===== config.mk =====
export PLATFORM = sky130hd
export DESIGN_NAME = jpeg_dec_dequant
export DESIGN_NICKNAME = d
export VERILOG_FILES = /design/src/rtl/jpeg_dec_dequant.sv
export SDC_FILE = /design/constraint.sdc
export NUM_CORES = 2
export LEC_CHECK = 0
export ABC_AREA = 1
export BUFFER_PORTS_ARGS = -buffer_cell sky130_fd_sc_hd__buf_2
export CORE_MARGIN = 1.5
export CORE_UTILIZATION = 50
export CTS_BUF_LIST = sky130_fd_sc_hd__clkbuf_8
export DETAILED_ROUTE_END_ITERATION = 10
export PLACE_DENSITY = 0.65
export SETUP_SLACK_MARGIN = 0.02
export SLEW_MARGIN = 5
export SYNTH_ARGS = -nofsm -noshare
export SYNTH_HDL_FRONTEND = slang
export SYNTH_SLANG_ARGS = --single-unit

===== constraint.sdc =====
create_clock -name iCLK -period 6.4 [get_ports iCLK]
set_input_delay 0.64 -clock iCLK [delete_from_list [all_inputs] [get_ports iCLK]]
set_output_delay 0.64 -clock iCLK [all_outputs]
set_load 0.05 [all_outputs]

===== src/rtl/jpeg_dec_dequant.sv =====
// JPEG decoder dequantizer: three DQT tables, coefficient x entry multiply,
// saturation to the coefficient width, DC/ID side-band carried with the data.
module jpeg_dec_dequant #(
    parameter int CW    = 12,
    parameter int QW    = 8,
    parameter int NCOMP = 3
) (
    input  logic          iCLK,
    input  logic          iRSTN,
    input  logic          iINIT,
    input  logic          iDEQT_EN,
    input  logic [QW-1:0] iDEQT_DAT,
    input  logic [1:0]    iDEQT_ID,
    input  logic          iPI_EN,
    input  logic [CW-1:0] iPI,
    input  logic          iPI_DC,
    input  logic [1:0]    iPI_ID,
    output logic          oPO_EN,
    output logic [CW-1:0] oPO,
    output logic          oPO_DC,
    output logic [1:0]    oPO_ID,
    output logic          oTBL_RDY,
    output logic          oERR
);
    localparam int DEPTH = NCOMP * 64;
    localparam int AW    = $clog2(DEPTH);
    localparam int LW    = $clog2(DEPTH + 1);
    localparam int PW    = CW + QW + 1;
    localparam logic [1:0]    IDL  = 2'(NCOMP - 1);
    localparam logic [LW-1:0] FULL = LW'(DEPTH);
    localparam logic [LW-1:0] LAST = LW'(DEPTH - 1);
    localparam logic signed [PW-1:0] PMAX =
        {{(QW + 2){1'b0}}, {(CW - 1){1'b1}}};
    localparam logic signed [PW-1:0] PMIN =
        {{(QW + 2){1'b1}}, {(CW - 1){1'b0}}};

    logic [QW-1:0] tbl [DEPTH];
    logic [5:0]    wr_idx;
    logic [5:0]    idx;
    logic [5:0]    k_cur;
    logic [LW-1:0] ld_cnt;
    logic          started;
    logic [1:0]    cur_id;
    logic          wr_ok;
    logic          wid_ok;
    logic          id_ok;
    logic          pi_err;
    logic [AW-1:0] raddr;
    logic [AW-1:0] waddr;

    logic          s1_v;
    logic [CW-1:0] s1_coef;
    logic          s1_dc;
    logic [1:0]    s1_id;
    logic          s1_bad;
    logic [QW-1:0] s1_q;
    logic signed [PW-1:0] prod;
    logic [CW-1:0] sat;

    assign k_cur  = iPI_DC ? 6'd0 : idx + 6'd1;
    assign wid_ok = (iDEQT_ID <= IDL);
    assign id_ok  = (iPI_ID <= IDL);
    assign wr_ok  = iDEQT_EN & wid_ok & ~iINIT;
    assign raddr  = id_ok ? AW'({iPI_ID, k_cur}) : '0;
    assign waddr  = AW'({iDEQT_ID, wr_idx});

    assign pi_err = iPI_EN & (
        (iPI_DC & started & (idx != 6'd63)) |
        (~iPI_DC & (~started | (idx == 6'd63))) |
        ~oTBL_RDY | ~id_ok |
        (~iPI_DC & started & (iPI_ID != cur_id)));

    // Table RAM: write strobe plus synchronous read; NBA gives read-before-write
    always_ff @(posedge iCLK) begin
        if (wr_ok)
            tbl[waddr] <= iDEQT_DAT;
        s1_q <= tbl[raddr];
    end

    // Control state: load/index counters, table-ready and sticky error flags
    always_ff @(posedge iCLK or negedge iRSTN) begin
        if (!iRSTN) begin
            wr_idx   <= '0;
            ld_cnt   <= '0;
            oTBL_RDY <= 1'b0;
            idx      <= '0;
            started  <= 1'b0;
            cur_id   <= '0;
            oERR     <= 1'b0;
        end else if (iINIT) begin
            wr_idx   <= '0;
            ld_cnt   <= '0;
            oTBL_RDY <= 1'b0;
            idx      <= '0;
            started  <= 1'b0;
            cur_id   <= '0;
            oERR     <= 1'b0;
        end else begin
            if (iDEQT_EN)
                wr_idx <= wr_idx + 6'd1;
            if (wr_ok && ld_cnt != FULL)
                ld_cnt <= ld_cnt + 1'b1;
            if (wr_ok && ld_cnt == LAST)
                oTBL_RDY <= 1'b1;
            if (iPI_EN) begin
                idx     <= k_cur;
                started <= 1'b1;
                cur_id  <= iPI_ID;
            end
            if (pi_err || (iDEQT_EN && !wid_ok))
                oERR <= 1'b1;
        end
    end

    assign prod = $signed({{(QW + 1){s1_coef[CW-1]}}, s1_coef}) *
                  $signed({{(CW + 1){1'b0}}, s1_q});

    // Clamp the full-width product into the signed coefficient range
    always_comb begin
        sat = prod[CW-1:0];
        if (prod > PMAX)
            sat = {1'b0, {(CW - 1){1'b1}}};
        else if (prod < PMIN)
            sat = {1'b1, {(CW - 1){1'b0}}};
    end

    // Two-stage data pipeline: S1 captures the sample, S2 drives the outputs
    always_ff @(posedge iCLK or negedge iRSTN) begin
        if (!iRSTN) begin
            s1_v    <= 1'b0;
            s1_coef <= '0;
            s1_dc   <= 1'b0;
            s1_id   <= '0;
            s1_bad  <= 1'b0;
            oPO_EN  <= 1'b0;
            oPO     <= '0;
            oPO_DC  <= 1'b0;
            oPO_ID  <= '0;
        end else if (iINIT) begin
            s1_v    <= 1'b0;
            s1_coef <= '0;
            s1_dc   <= 1'b0;
            s1_id   <= '0;
            s1_bad  <= 1'b0;
            oPO_EN  <= 1'b0;
            oPO     <= '0;
            oPO_DC  <= 1'b0;
            oPO_ID  <= '0;
        end else begin
            s1_v <= iPI_EN;
            if (iPI_EN) begin
                s1_coef <= iPI;
                s1_dc   <= iPI_DC;
                s1_id   <= iPI_ID;
                s1_bad  <= ~id_ok;
            end
            oPO_EN <= s1_v;
            if (s1_v) begin
                oPO    <= s1_bad ? '0 : sat;
                oPO_DC <= s1_dc;
                oPO_ID <= s1_id;
            end
        end
    end
endmodule


==> flow_summary.yaml <==
worst_setup_path:
  r2r-start: "s1_q[0]"
  r2r_slack_ns: 1.18
  rr_worst_depth: 21
  crit_type: "reg2reg"
  crit_path_end: "oPO[9]"
  critPathLaunchType: "register"
  critPathMaxFanout: 12
  r2r-end: "oPO[9]"
  cp.required_ns: 7.23
  setup.worst_path.end_class: "register"
  arrival_ns: 6.04
  cp-startpoint: "s1_q[0]"
global_route:
  overflow: 0
  grt_use_total_pct: 25.39
  grt_max_degree: 220
  grt_pass1_wl_um: 271200
  grt_pass1_vias: 43380
  antenna_found_initial: 2
floorplan:
  ios: 48
  dieArea_mm2: 0.1428
  die_h_um: 377.9
  die_x_um: 377.9
  rows: 137
  core_mm2: 0.1395
  start_util_pct: 50.37
layout:
  fin_nets: 5977
  regArea_mm2: 0.04769
  area_growth_pct: 9.240
  drive_gt1_share_pct: 12.31
  multi_input_area_mm2: 0.01896
  final_cells: 7858
  final.fill_count: 11600
  final_area_mm2: 0.07677
placement:
  numPortBuffers: 47
  dp_slack_ns: 1.186
  post-place-cells: 7400
  post-dp-hpwl_um: 102500
  place_area_mm2: 0.07190
  gp_routability_congestion: 0.8705
sta:
  relSlewSlack_pct: 18.19
  fmax_mhz: 191.6
  rsz0062_at_grt: "no"
  min_period_ns: 5.218
  tns_ns: 0
  skew_ns: 0.04405
  finalCritPeriodShare_pct: 81.53
  finalSetupViolCount: 0
  finalHoldViolCount: 0
  worst_slack_ns: 1.182
  worst_slew_pin_slew_ns: 1.223
  slew_violations: 0
clock_network:
  cts_hold_buffers: 15
  cts_buffers: 279
  h-tree-depth: 5
  cts_tree: "yes"
  cts_resized: 0
  clk_path_buf_depth: 4
  cts_root_buf: "clkbuf_8"
  worstSkewPairLatency_ns: 0.99
  clock-sinks: 1600
  post_cts_buffers: 0
  clk_pin_slew_worst_paths_ns: 0.06
synthesis:
  synth.avg_cell_area_um2: 12.13
  synth_nets: 5952
  postSynth.asyncResetShare_pct: 3.500
  synth_edf_count: 1536
  ys_seq_area_share_pct: 67.85
  synth-main-ff-cell: "edfxtp_1"
  yosysWarnings: 0
  synth-seq-cells: 1600
  synth_cell_types: 42
  synth.cell_area_mm2: 0.07028
  synthCells: 5795
drt:
  wire_per_inst_um: 23.19
  dr.pass1.iters: 6
  drt_iter0_drc: 4768
  num_vias: 45080
  avgViaCountPerCell: 5.736
  drc: 0
  ant_nets: 0
  routed_wirelength_um: 182300
power_and_ir_drop:
  total_power_w: 0.02176
  power_density_mw_per_mm2: 283.4
  ir_worst_vdd_mv: 0.1801
  p_leak_nw: 27.23
hold_path:
  hold_depth: 4
  holdCritPathClass: "in2reg"
outcome:
  outcome: "finished clean"
flow_run:
  drv_cap: 0
-- worst min-delay path by stage --
stage,startpoint,to,slack [ns]
after global placement,oPO[4],oPO[4],0.48
after global routing,iDEQT_EN,wr_idx[0],0.09
final,iDEQT_EN,wr_idx[0],0.1
after detailed placement,oPO[4],oPO[4],0.46
after CTS,iDEQT_EN,wr_idx[0],0.004
after floorplan,iRSTN,idx[0],0.34
-- cell type report --
class	instances	share of cell area (%)
Tap cell	1876	3.057
Timing Repair Buffer	130	1.493
Multi-Input combinational cell	3304	24.70
Antenna cell	1	0.003259
Inverter	505	2.487
Clock inverter	153	0.9697
Clock buffer	289	5.181
Sequential cell	1600	62.11
-- cell families after synthesis --
group	after synthesis	share of synthesized area [%]
compound gates	1015	9.610
xor+xnor	12	0.1495
fa+ha+maj	127	3.094
buf+inv	891	5.259
flops	1600	67.85
simple gates	2150	14.04
-- cell usage in the layout, fill, tap and decap left out, types with 15 or more instances in the layout --
| master | count |
|---|---|
| a21oi_1 | 43 |
| buf_12 | 15 |
| buf_2 | 39 |
| buf_4 | 53 |
| clkbuf_8 | 294 |
| clkinv_1 | 51 |
| clkinv_2 | 20 |
| dfrtp_1 | 56 |
| dlygate4sd3_1 | 15 |
| edfxtp_1 | 1536 |
| fa_1 | 78 |
| ha_1 | 49 |
| inv_1 | 572 |
| nand2_1 | 884 |
| nand3_1 | 523 |
| nor2_1 | 288 |
| o211ai_1 | 655 |
| o21ai_0 | 252 |
| o21ai_1 | 50 |
| or2_0 | 67 |
| or2_1 | 66 |
| or2_2 | 284 |
-- power by group --
part | leakage (nW) | total, W | internal [W] | switching (W)
clock network | 2.70 | 0.00831 | 0.00433 | 0.00398
registers | 14.6 | 0.0116 | 0.0115 | 0.0000591
logic | 9.91 | 0.00187 | 0.000556 | 0.00131
total | 27.2 | 0.0218 | 0.0164 | 0.00536
-- state kept, by name (all words and copies together) (netlist names), 2 cells and up --
name / flops
s1_coef: 12
oPO_ID: 2
ld_cnt: 8
idx: 6
oPO: 12
s1_q: 8
tbl: 1536
wr_idx: 6
s1_id: 2
-- routing by layer --
metal	share of wire (%)	GRT usage (%)	wire, um
met1	42	35.63	77180
met2	46	39.38	83980
met3	7.9	4.587	14320
met4	3.7	10.15	6771
met5	0.0071	0	13
-- stage by stage --
stage | hold WS, ns | utilization, %
detailed placement | 0.4640 | 51.53
finish | 0.09570 | 55.02
floorplan | 0.3444 | -
global route | 0.08784 | 55.02
CTS | 0.003501 | 55.02
global placement | 0.4758 | 51.53
-- cells in the mapped netlist (all sizes together), types with 49 or more instances --
master	number	area share, %
ha	49	0.87
o211ai	655	7.0
fa	78	2.2
or2	417	3.7
edfxtp	1536	66
nor2	291	1.6
clkbuf	177	0.95
o21ai	302	2.2
nand3	525	3.7
nand2	891	4.8
inv	505	2.7
buf	209	1.6
dfrtp	56	2.0
-- worst max-delay path, cell delays in order (launching register included) --
cell,delay (ns)
dfxtp_1,0.59
nand2_1,0.22
fa_1,0.65
fa_1,0.53
inv_1,0.05
fa_1,0.53
inv_1,0.05
fa_1,0.47
inv_1,0.04
ha_1,0.35
nand2_1,0.12
nor2_1,0.16
nand3_1,0.13
nand3_1,0.11
nand2_1,0.07
o21ai_0,0.23
xor2_1,0.25
nand2_1,0.25
nand2_1,0.12
nand2_1,0.05
nand2_1,0.06
nand2_1,0.07
Note: power is estimated with default switching activity, not from simulation.
